==> config.mk <==
export PLATFORM = sky130hd
export DESIGN_NAME = chromite_pipe_probe
export DESIGN_NICKNAME = d
export VERILOG_FILES = /design/src/rtl/chromite_probe_pkg.sv /design/src/rtl/chromite_pipe_probe_sat_counter.sv /design/src/rtl/chromite_pipe_probe.sv
export SDC_FILE = /design/constraint.sdc
export NUM_CORES = 1
export LEC_CHECK = 0
export ABC_CLOCK_PERIOD_IN_PS = 2800
export BUFFER_PORTS_ARGS = -buffer_cell sky130_fd_sc_hd__buf_4
export CORE_AREA = 3 3 302 304
export DETAILED_ROUTE_END_ITERATION = 12
export DIE_AREA = 0 0 305 307
export SLEW_MARGIN = 5
export SYNTH_ARGS = -nofsm -noshare
export SYNTH_HDL_FRONTEND = slang
export SYNTH_HIERARCHICAL = 1
export SYNTH_SLANG_ARGS = --single-unit
==> constraint.sdc <==
create_clock -name CLK -period 2.8 [get_ports CLK]
set_clock_uncertainty 0.2 [all_clocks]
set_input_delay 0.42 -clock CLK [delete_from_list [all_inputs] [get_ports CLK]]
set_output_delay 0.42 -clock CLK [all_outputs]
set_load 0.01 [all_outputs]
==> src/rtl/chromite_probe_pkg.sv <==
// Shared widths and the registered probe record for the chromite pipeline probe.
package chromite_probe_pkg;

    localparam int XLEN    = 64;
    localparam int DEC_W   = 75;
    localparam int REDIR_W = 65;
    localparam int PRED_W  = 67;
    localparam int CNT_W   = 32;

    // Field order follows the p_ output ports.
    typedef struct packed {
        logic               rg_eEpoch;
        logic               rg_wEpoch;
        logic               rg_fence;
        logic               rg_sfence;
        logic [XLEN-1:0]    rg_pc_D_IN;
        logic [XLEN-1:0]    rg_pc;
        logic               rg_pc_EN;
        logic [REDIR_W-1:0] rg_delayed_redirect;
        logic               ma_flush_fl;
        logic [PRED_W-1:0]  bpu_pred;
        logic [DEC_W-1:0]   decoder_func_32;
        logic               EN_update_eEpoch;
        logic               EN_update_wEpoch;
    } probe_rec_t;

endpackage

==> src/rtl/chromite_pipe_probe_sat_counter.sv <==
// Saturating event counter: adds 0..2 per cycle, clamps at all-ones, synchronous clear.
module sat_counter #(
    parameter int CNT_W = 32
) (
    input  logic             CLK,
    input  logic             clr,
    input  logic [1:0]       inc,
    output logic [CNT_W-1:0] count
);

    logic [CNT_W-1:0] count_reg = '0;
    logic [CNT_W-1:0] count_next;
    logic [CNT_W:0]   sum;

    always_comb begin
        sum        = {1'b0, count_reg} + {{(CNT_W-1){1'b0}}, inc};
        // A carry out of the top bit means we passed the maximum: clamp.
        count_next = sum[CNT_W] ? '1 : sum[CNT_W-1:0];
        if (clr) begin
            count_next = '0;
        end
    end

    always_ff @(posedge CLK) begin
        count_reg <= count_next;
    end

    assign count = count_reg;

endmodule

==> src/rtl/chromite_pipe_probe.sv <==
// Passive pipeline probe: registers stage0/stage2 signals one cycle late and counts events.
module chromite_pipe_probe
    import chromite_probe_pkg::*;
#(
    parameter int CNT_W = chromite_probe_pkg::CNT_W
) (
    input  logic               CLK,
    input  logic               RST_N,
    input  logic               s0_rg_eEpoch,
    input  logic               s0_rg_wEpoch,
    input  logic               s0_rg_fence,
    input  logic               s0_rg_sfence,
    input  logic [XLEN-1:0]    s0_rg_pc_D_IN,
    input  logic [XLEN-1:0]    s0_rg_pc,
    input  logic               s0_rg_pc_EN,
    input  logic [REDIR_W-1:0] s0_rg_delayed_redirect,
    input  logic               s0_ma_flush_fl,
    input  logic [PRED_W-1:0]  s0_bpu_pred,
    input  logic [DEC_W-1:0]   s2_decoder_func_32,
    input  logic               s2_EN_update_eEpoch,
    input  logic               s2_EN_update_wEpoch,
    output logic               p_rg_eEpoch,
    output logic               p_rg_wEpoch,
    output logic               p_rg_fence,
    output logic               p_rg_sfence,
    output logic [XLEN-1:0]    p_rg_pc_D_IN,
    output logic [XLEN-1:0]    p_rg_pc,
    output logic               p_rg_pc_EN,
    output logic [REDIR_W-1:0] p_rg_delayed_redirect,
    output logic               p_ma_flush_fl,
    output logic [PRED_W-1:0]  p_bpu_pred,
    output logic [DEC_W-1:0]   p_decoder_func_32,
    output logic               p_EN_update_eEpoch,
    output logic               p_EN_update_wEpoch,
    output logic [CNT_W-1:0]   flush_cnt,
    output logic [CNT_W-1:0]   pc_write_cnt,
    output logic [CNT_W-1:0]   epoch_upd_cnt
);

    probe_rec_t probe_reg = '0;
    probe_rec_t probe_next;
    logic       cnt_clr;
    logic [1:0] flush_inc;
    logic [1:0] pc_write_inc;
    logic [1:0] epoch_inc;

    // Stage0 fields keep sampling through reset so the fetch state stays visible.
    always_comb begin
        probe_next.rg_eEpoch           = s0_rg_eEpoch;
        probe_next.rg_wEpoch           = s0_rg_wEpoch;
        probe_next.rg_fence            = s0_rg_fence;
        probe_next.rg_sfence           = s0_rg_sfence;
        probe_next.rg_pc_D_IN          = s0_rg_pc_D_IN;
        probe_next.rg_pc               = s0_rg_pc;
        probe_next.rg_pc_EN            = s0_rg_pc_EN;
        probe_next.rg_delayed_redirect = s0_rg_delayed_redirect;
        probe_next.ma_flush_fl         = s0_ma_flush_fl;
        probe_next.bpu_pred            = s0_bpu_pred;
        probe_next.decoder_func_32     = RST_N ? s2_decoder_func_32  : '0;
        probe_next.EN_update_eEpoch    = RST_N ? s2_EN_update_eEpoch : 1'b0;
        probe_next.EN_update_wEpoch    = RST_N ? s2_EN_update_wEpoch : 1'b0;
    end

    always_ff @(posedge CLK) begin
        probe_reg <= probe_next;
    end

    assign p_rg_eEpoch           = probe_reg.rg_eEpoch;
    assign p_rg_wEpoch           = probe_reg.rg_wEpoch;
    assign p_rg_fence            = probe_reg.rg_fence;
    assign p_rg_sfence           = probe_reg.rg_sfence;
    assign p_rg_pc_D_IN          = probe_reg.rg_pc_D_IN;
    assign p_rg_pc               = probe_reg.rg_pc;
    assign p_rg_pc_EN            = probe_reg.rg_pc_EN;
    assign p_rg_delayed_redirect = probe_reg.rg_delayed_redirect;
    assign p_ma_flush_fl         = probe_reg.ma_flush_fl;
    assign p_bpu_pred            = probe_reg.bpu_pred;
    assign p_decoder_func_32     = probe_reg.decoder_func_32;
    assign p_EN_update_eEpoch    = probe_reg.EN_update_eEpoch;
    assign p_EN_update_wEpoch    = probe_reg.EN_update_wEpoch;

    assign cnt_clr      = ~RST_N;
    assign flush_inc    = {1'b0, s0_ma_flush_fl};
    assign pc_write_inc = {1'b0, s0_rg_pc_EN};
    assign epoch_inc    = {1'b0, s2_EN_update_eEpoch} + {1'b0, s2_EN_update_wEpoch};

    sat_counter #(.CNT_W(CNT_W)) u_flush_cnt (
        .CLK   (CLK),
        .clr   (cnt_clr),
        .inc   (flush_inc),
        .count (flush_cnt)
    );

    sat_counter #(.CNT_W(CNT_W)) u_pc_write_cnt (
        .CLK   (CLK),
        .clr   (cnt_clr),
        .inc   (pc_write_inc),
        .count (pc_write_cnt)
    );

    sat_counter #(.CNT_W(CNT_W)) u_epoch_upd_cnt (
        .CLK   (CLK),
        .clr   (cnt_clr),
        .inc   (epoch_inc),
        .count (epoch_upd_cnt)
    );

endmodule

==> results of run 1 <==
## worst max-delay path: cells and delay by family
kind / cells / cell delay (ns)
adder cells (fa/ha/maj): 2 / 0.58
buffers and inverters: 4 / 0.95
AND/OR/NAND/NOR: 3 / 0.89
AO/OA/AOI/OAI: 1 / 0.16
## synth_stat cells, drive strengths merged
library cell / n / share of area
or2: 3 / 0.0015
mux2i: 6 / 0.0049
nor2: 33 / 0.010
ha: 7 / 0.0071
dfxtp: 439 / 0.71
inv: 19 / 0.0058
fa: 3 / 0.0049
a211oi: 15 / 0.0092
buf: 17 / 0.015
nand2b: 3 / 0.0015
nand3: 24 / 0.0098
xnor2: 33 / 0.023
and2: 83 / 0.042
a41oi: 3 / 0.0021
nor4: 24 / 0.012
o21ai: 3 / 0.0012
o21bai: 6 / 0.0037
conb: 1 / 0.00030
nor3: 27 / 0.011
a21o: 3 / 0.0018
nand2: 39 / 0.012
a311oi: 6 / 0.0043
or3: 6 / 0.0031
xor2: 12 / 0.0085
nand4: 18 / 0.0092
and4b: 3 / 0.0024
and3: 27 / 0.014
or4: 9 / 0.0055
and4: 9 / 0.0064
a31oi: 15 / 0.0076
a21oi: 69 / 0.039
clkbuf: 21 / 0.0064
## per-stage QoR
step	setup WS (ns)	total power (W)	cell area (µm²)
floorplan	0.0183	0.00705	12300
global placement	-0.200	0.00807	19700
detailed placement	-0.218	0.00808	19700
CTS	0.208	0.0160	25000
global route	0.0938	0.0164	25000
finish	0.124	0.0158	25000
## routing by layer
layer	wire (µm)	share of wire
met5	7	0.00010
met4	2680	0.039
met3	5630	0.081
met2	31600	0.46
met1	29300	0.42
## cell type report
type / count / area, µm²
Clock buffer: 71 / 1530
Timing Repair Buffer: 1162 / 9590
Multi-Input combinational cell: 493 / 3200
Inverter: 19 / 72.6
Antenna cell: 12 / 30.0
Sequential cell: 439 / 8790
Clock inverter: 26 / 373
Fill cell: 9082 / 63500
Tap cell: 1165 / 1460
## cell families (layout without fill, tap and decap cells)
kind of cell    count (synthesis)  in the layout  synth area share
compound gates                120            120            0.0690
xor+xnor                       45             45            0.0320
fa+ha+maj                      10             10            0.0120
buf+inv                        57           1278            0.0271
flops                         439            439             0.714
mux                             6              6           0.00488
other cells                     1             16          0.000305
simple gates                  308            308             0.140
## power groups by stage
stage	sequential, W	clock, W	combinational, W
2_1_floorplan	0.00691	0	0.000145
3_3_place_gp	0.00680	0	0.00127
3_5_place_dp	0.00680	0	0.00128
4_1_cts	0.00666	0.00765	0.00172
5_1_grt	0.00669	0.00788	0.00181
6_report	0.00667	0.00740	0.00171
## how the worst max path moves through the flow
stage / from / end / cells after the start
6_report: s0_ma_flush_fl / u_flush_cnt/count[1] / 10
5_1_grt: s0_rg_pc_EN / u_pc_write_cnt/count[26] / 11
4_1_cts: s0_rg_pc_EN / u_pc_write_cnt/count[26] / 11
3_5_place_dp: s2_EN_update_eEpoch / u_epoch_upd_cnt/count[25] / 10
3_3_place_gp: s2_EN_update_eEpoch / u_epoch_upd_cnt/count[25] / 10
2_1_floorplan: s2_EN_update_eEpoch / u_epoch_upd_cnt/count[29] / 11
## what timing repair did
action                                  in CTS  in global routing
gates resized for setup                      0                  0
hold endpoints to repair                   344                  0
hold buffers                               343                  0
endpoints found under the setup margin       0                  0
==> metrics.md, run 1 <==
| Metric | Value |
|---|---|
| Final Util | `0.283` |
| Power Internal | `0.0121 W` |
| Synth Cell Area | `0.0123 mm²` |
| Commonest non-fill, non-tap cell in the layout | `buf_4` |
| Routed len/inst | `slightly above 20 µm` |
| Sequential share of power | `0.423` |
| Met2 usage | `0.224` |
| Comb pwr share | `0.108` |
| Port Buf Inserts | `783` |
| Yosys reg bits | `439` |
| Postcts setup bufs | `0` |
| Max Root-Sink Buffers | `3` |
| First-pass detailed-route iteration total | `7` |
| Cell mode on critical path | `buf_4` |
| Unique cell type count in the Yosys netlist | `37` |
| Hold Crit Start | `s2_EN_update_eEpoch` |
| RSZ-0062 raised after global routing | `false` |
| CP startpoint kind | `input port` |
| Commonest non-fill, non-tap cells in the layout | `buf_4, dfxtp_1, dlygate4sd3_1` |
| Clock power share | `0.469` |
| Largest register FFs | `75` |
| Root buf cell | `clkbuf_16` |
| Cells after DPL | `2935` |
| R2r endpoint | `u_flush_cnt/count[1]` |
| Worst IR Drop VDD | `between 400 and 500 µV` |
| Total CTS buffers | `52` |
| # rows | `109` |
| Largest net degree at the start of global routing | `78` |
| Worst R2R Start | `u_flush_cnt/count[0]` |
| Crit Path Max Fanout | `16` |
| Routed vias/inst | `between 3 and 4` |
| Non-Filler Instances | `3387` |
| Post-Syn Instances | `approximately 990` |
| Dpl hpwl | `54.1 mm` |
| R2R depth | `8` |
| First-pass GRT wire length | `94.3 mm` |
| Yosys warning count | `6` |
| Sequential area share after synthesis | `0.714` |
| GR peak layer | `met2` |
| Final setup viols | `0` |
| Gr usage total | `0.140` |
| DR DRC count | `0` |
| Met3 Track Usage GR | `0.0450` |
| Worst EP required | `3.13 ns` |
| Core area | `0.0885 mm²` |
| Power Density | `630 mW/mm²` |
| Max-cap violations | `0` |
| M1 GR Usage | `0.175` |
| Max Fclk | `0.374 GHz` |
| Number of antenna violations at the first check in global routing | `30` |
| CTS tree | `built` |
| R2R setup slack | `0.27 ns` |
| Final period util | `0.956` |
| Slew @ Worst Pin | `0.678 ns` |
| Setup CP Type | `in -> reg` |
| Hold crit path type | `in -> reg` |
| Hold EP | `u_epoch_upd_cnt/count[0]` |
| Time the worst path needs with I/O delays and setup | `2.68 ns` |
| Antenna Nets Post-Route | `0` |
| Arrival time worst endpoint | `3.01 ns` |
| CP peak stage delay | `0.55 ns` |
| Die Area | `0.0936 mm²` |
| Initial Utilization | `0.139` |
| Final setup TNS | `0 ns` |
| Rel. slew slack | `0.544` |
| Final hold violation count | `0` |
| # IOs | `between 700 and 800` |
| Total grt overflow | `0` |
| DIE HEIGHT | `between 300 and 400 µm` |
| Die width | `305 µm` |
| Nets | `2522` |
| Worst hold slack | `0.238 ns` |
| Crit-path cells | `dlygate4sd3_1 -> buf_4 -> ha_1 -> inv_1 -> fa_1 -> and4b_1 -> nand2_1 -> or3_1 -> buf_4 -> a21oi_1` |
| Leak Pwr | `around 11 nW` |
| Clock Latency Late Sink | `0.60 ns` |
| CTS H-tree depth | `2` |
| WL final | `69.2 mm` |
| P&R area growth vs syn | `104%` |
| Max-slew violation count | `0` |
| Clock sinks | `between 400 and 500` |
| Hold Path Depth | `5` |
| Switching power | `0.00371 W` |
| Initial DRC Count | `approximately 700` |
| Post-synthesis area per instance | `around 12 µm²` |
| CTS clk-pin slew, worst paths | `~0.05 ns` |
| Vias in the first global route | `12600` |
| Switch share | `0.235` |
| GP Congestion | `0.877` |
| Crit path max-delay cell type | `dlygate4sd3_1` |
| Status | `finished clean` |
| Share of cells above drive strength 1 | `0.427` |
| Crit end category | `register` |
| Via count | `around 12000` |
No activity file was read; power rests on OpenSTA's default activity.
==> run 2, diff against run 1 <==
--- a/config.mk
+++ b/config.mk
@@ -9,5 +9,8 @@
 export BUFFER_PORTS_ARGS = -buffer_cell sky130_fd_sc_hd__buf_4
-export CORE_AREA = 3 3 302 304
+export CELL_PAD_IN_SITES_DETAIL_PLACEMENT = 0
+export CELL_PAD_IN_SITES_GLOBAL_PLACEMENT = 2
+export CORE_AREA = 3 3 304 306
 export DETAILED_ROUTE_END_ITERATION = 12
-export DIE_AREA = 0 0 305 307
+export DIE_AREA = 0 0 307 309
+export PLACE_DENSITY_LB_ADDON = 0.1
 export SLEW_MARGIN = 5
==> constraint.sdc (replaced) <==
create_clock -name CLK -period 2.8 [get_ports CLK]
set_clock_uncertainty 0.2 [all_clocks]
set_input_delay 0.28 -clock CLK [delete_from_list [all_inputs] [get_ports CLK]]
set_output_delay 0.28 -clock CLK [all_outputs]
set_load 0.01 [all_outputs]
==> metrics.md, run 2 (synthesis gave the netlist of run 1 again) <==
| Metric | Value |
|---|---|
| Status | `finished clean (unchanged)` |
| Leak Pwr | `11.0 nW (was 10.9 nW)` |
| CTS tree | `built (unchanged)` |
| Die Area | `0.0949 mm² (was 0.0936 mm²)` |
| Time the worst path needs with I/O delays and setup | `2.72 ns (was 2.68 ns)` |
| Max-cap violations | `0 (unchanged)` |
| Final setup viols | `0 (unchanged)` |
| First-pass detailed-route iteration total | `4 (was 7)` |
| Final period util | `0.970 (was 0.956)` |
| Hold crit path type | `in -> reg (unchanged)` |
| CTS clk-pin slew, worst paths | `0.06 ns (was 0.05 ns)` |
| Crit Path Max Fanout | `8 (was 16)` |
| RSZ-0062 raised after global routing | `false (unchanged)` |
| Port Buf Inserts | `783 (unchanged)` |
| Power Density | `624 mW/mm² (was 630 mW/mm²)` |
| Postcts setup bufs | `0 (unchanged)` |
| Vias in the first global route | `12600 (about the same)` |
| Routed len/inst | `19.6 µm (was 20.4 µm)` |
| Max Fclk | `0.368 GHz (was 0.374 GHz)` |
| Largest register FFs | `75 (unchanged)` |
| Commonest non-fill, non-tap cells in the layout | `buf_4, dfxtp_1, dlygate4sd3_1 (unchanged)` |
| Total CTS buffers | `56 (was 52)` |
| Slew @ Worst Pin | `0.665 ns (was 0.678 ns)` |
| Number of antenna violations at the first check in global routing | `20 (was 30)` |
| Largest net degree at the start of global routing | `78 (unchanged)` |
| Non-Filler Instances | `3405 (was 3387)` |
| Max Root-Sink Buffers | `3 (unchanged)` |
| CTS H-tree depth | `2 (unchanged)` |
| Commonest non-fill, non-tap cell in the layout | `buf_4 (unchanged)` |
| Critical path's top delay family | `buffers and inverters (unchanged)` |
| Worst EP required | `3.15 ns (was 3.13 ns)` |
| CP bufs+invs | `4 (unchanged)` |
| WL final | `66.8 mm (was 69.2 mm)` |
| # IOs | `784 (unchanged)` |
| DIE HEIGHT | `309 µm (was 307 µm)` |
| Final hold violation count | `0 (unchanged)` |
| Root buf cell | `clkbuf_16 (unchanged)` |
| First-pass GRT wire length | `92.1 mm (was 94.3 mm)` |
| Dpl hpwl | `53.9 mm (was 54.1 mm)` |
| Worst hold slack | `0.0849 ns (was 0.238 ns)` |
| Crit path max-delay cell type | `dlygate4sd3_1 (unchanged)` |
| Cells after DPL | `2952 (was 2935)` |
| Clock Latency Late Sink | `0.64 ns (was 0.60 ns)` |
| Share of cells above drive strength 1 | `0.427 (about the same)` |
| Via count | `12000 (was 12400)` |
| Core area | `0.0899 mm² (was 0.0885 mm²)` |
| Antenna Nets Post-Route | `0 (unchanged)` |
| CP startpoint kind | `input port (unchanged)` |
| CP peak stage delay | `0.54 ns (was 0.55 ns)` |
| Initial DRC Count | `369 (was 703)` |
| Rel. slew slack | `0.552 (was 0.544)` |
| Die width | `307 µm (was 305 µm)` |
| Nets | `2533 (was 2522)` |
| Routed vias/inst | `3.53 (was 3.65)` |
| P&R area growth vs syn | `104% (about the same)` |
| Crit-path cells | `dlygate4sd3_1 -> buf_4 -> ha_1 -> ha_1 -> inv_1 -> fa_1 -> and4b_2 -> nand2_2 -> or3_1 -> buf_4 -> a21oi_1 (was dlygate4sd3_1 -> buf_4 -> ha_1 -> inv_1 -> fa_1 -> and4b_1 -> nand2_1 -> or3_1 -> buf_4 -> a21oi_1)` |
| # rows | `110 (was 109)` |
| Clock sinks | `439 (unchanged)` |
| Finished layout cell area | `0.0251 mm² (was 0.0250 mm²)` |
| Placed cell areas | `0.0197 mm² (about the same)` |
| Max-slew violation count | `0 (unchanged)` |
| GP Congestion | `0.755 (was 0.877)` |
| Total grt overflow | `0 (unchanged)` |
| Gr usage total | `0.134 (was 0.140)` |
| Initial Utilization | `0.137 (was 0.139)` |
| Arrival time worst endpoint | `3.07 ns (was 3.01 ns)` |
| DR DRC count | `0 (unchanged)` |
| Setup CP Type | `in -> reg (unchanged)` |
| Worst IR Drop VDD | `370 µV (was 401 µV)` |
| Crit end category | `register (unchanged)` |
-- run 2: what timing repair did --
item                                   in CTS  in global routing
endpoints found under the hold margin     368                  0
gates resized for setup                     0                  5
setup endpoints to repair                   0                 24
hold buffers                              344                  0
-- run 2: per-stage QoR --
stage	setup slack (ns)	util	total power (W)	setup TNS, ns
finish	0.0848	0.279	0.0157	0
global placement	-0.100	0.220	0.00802	-1.47
global route	0.00331	0.279	0.0164	0
detailed placement	-0.0877	0.220	0.00801	-1.05
CTS	0.0714	0.279	0.0161	0
floorplan	0.0151	-	0.00705	0
-- run 2: area by class of cell --
class                           count  area (µm²)
Timing Repair Buffer             1169        9660
Clock buffer                       82        1600
Sequential cell                   439        8790
Tap cell                         1176        1470
Multi-Input combinational cell    493        3210
Inverter                           19        73.8
Fill cell                        9556       64800
Antenna cell                        4        10.0
Clock inverter                     23         294
-- run 2: routing by layer --
metal / up-vias / GRT usage / wire length (µm)
li1: 5781 / - / -
met1: 5635 / 0.122 / 21200
met2: 485 / 0.262 / 36600
met3: 120 / 0.0608 / 6990
met4: 0 / 0.0480 / 2030
met5: - / 0 / 0
-- run 2: path summary, 6_finish.rpt --
check / slack (ns) / to / cells past startpoint / start
setup / recovery: 0.08 / u_epoch_upd_cnt/count[1] / 11 / s2_EN_update_eEpoch
hold reg to reg: 0.34 / u_flush_cnt/count[12] / 1 / u_flush_cnt/count[12]
hold / removal: 0.08 / p_bpu_pred[43] / 2 / s0_bpu_pred[43]
setup reg to reg: 0.24 / u_flush_cnt/count[25] / 8 / u_flush_cnt/count[0]
-- run 2: report_power, final --
| part | total [W] | switching, W | internal (W) | leakage, nW |
|---|---|---|---|---|
| registers | 0.00663 | 0.0000977 | 0.00654 | 3.66 |
| logic | 0.00165 | 0.000630 | 0.00102 | 6.39 |
| clock network | 0.00738 | 0.00295 | 0.00443 | 0.933 |
| total | 0.0157 | 0.00368 | 0.0120 | 11.0 |
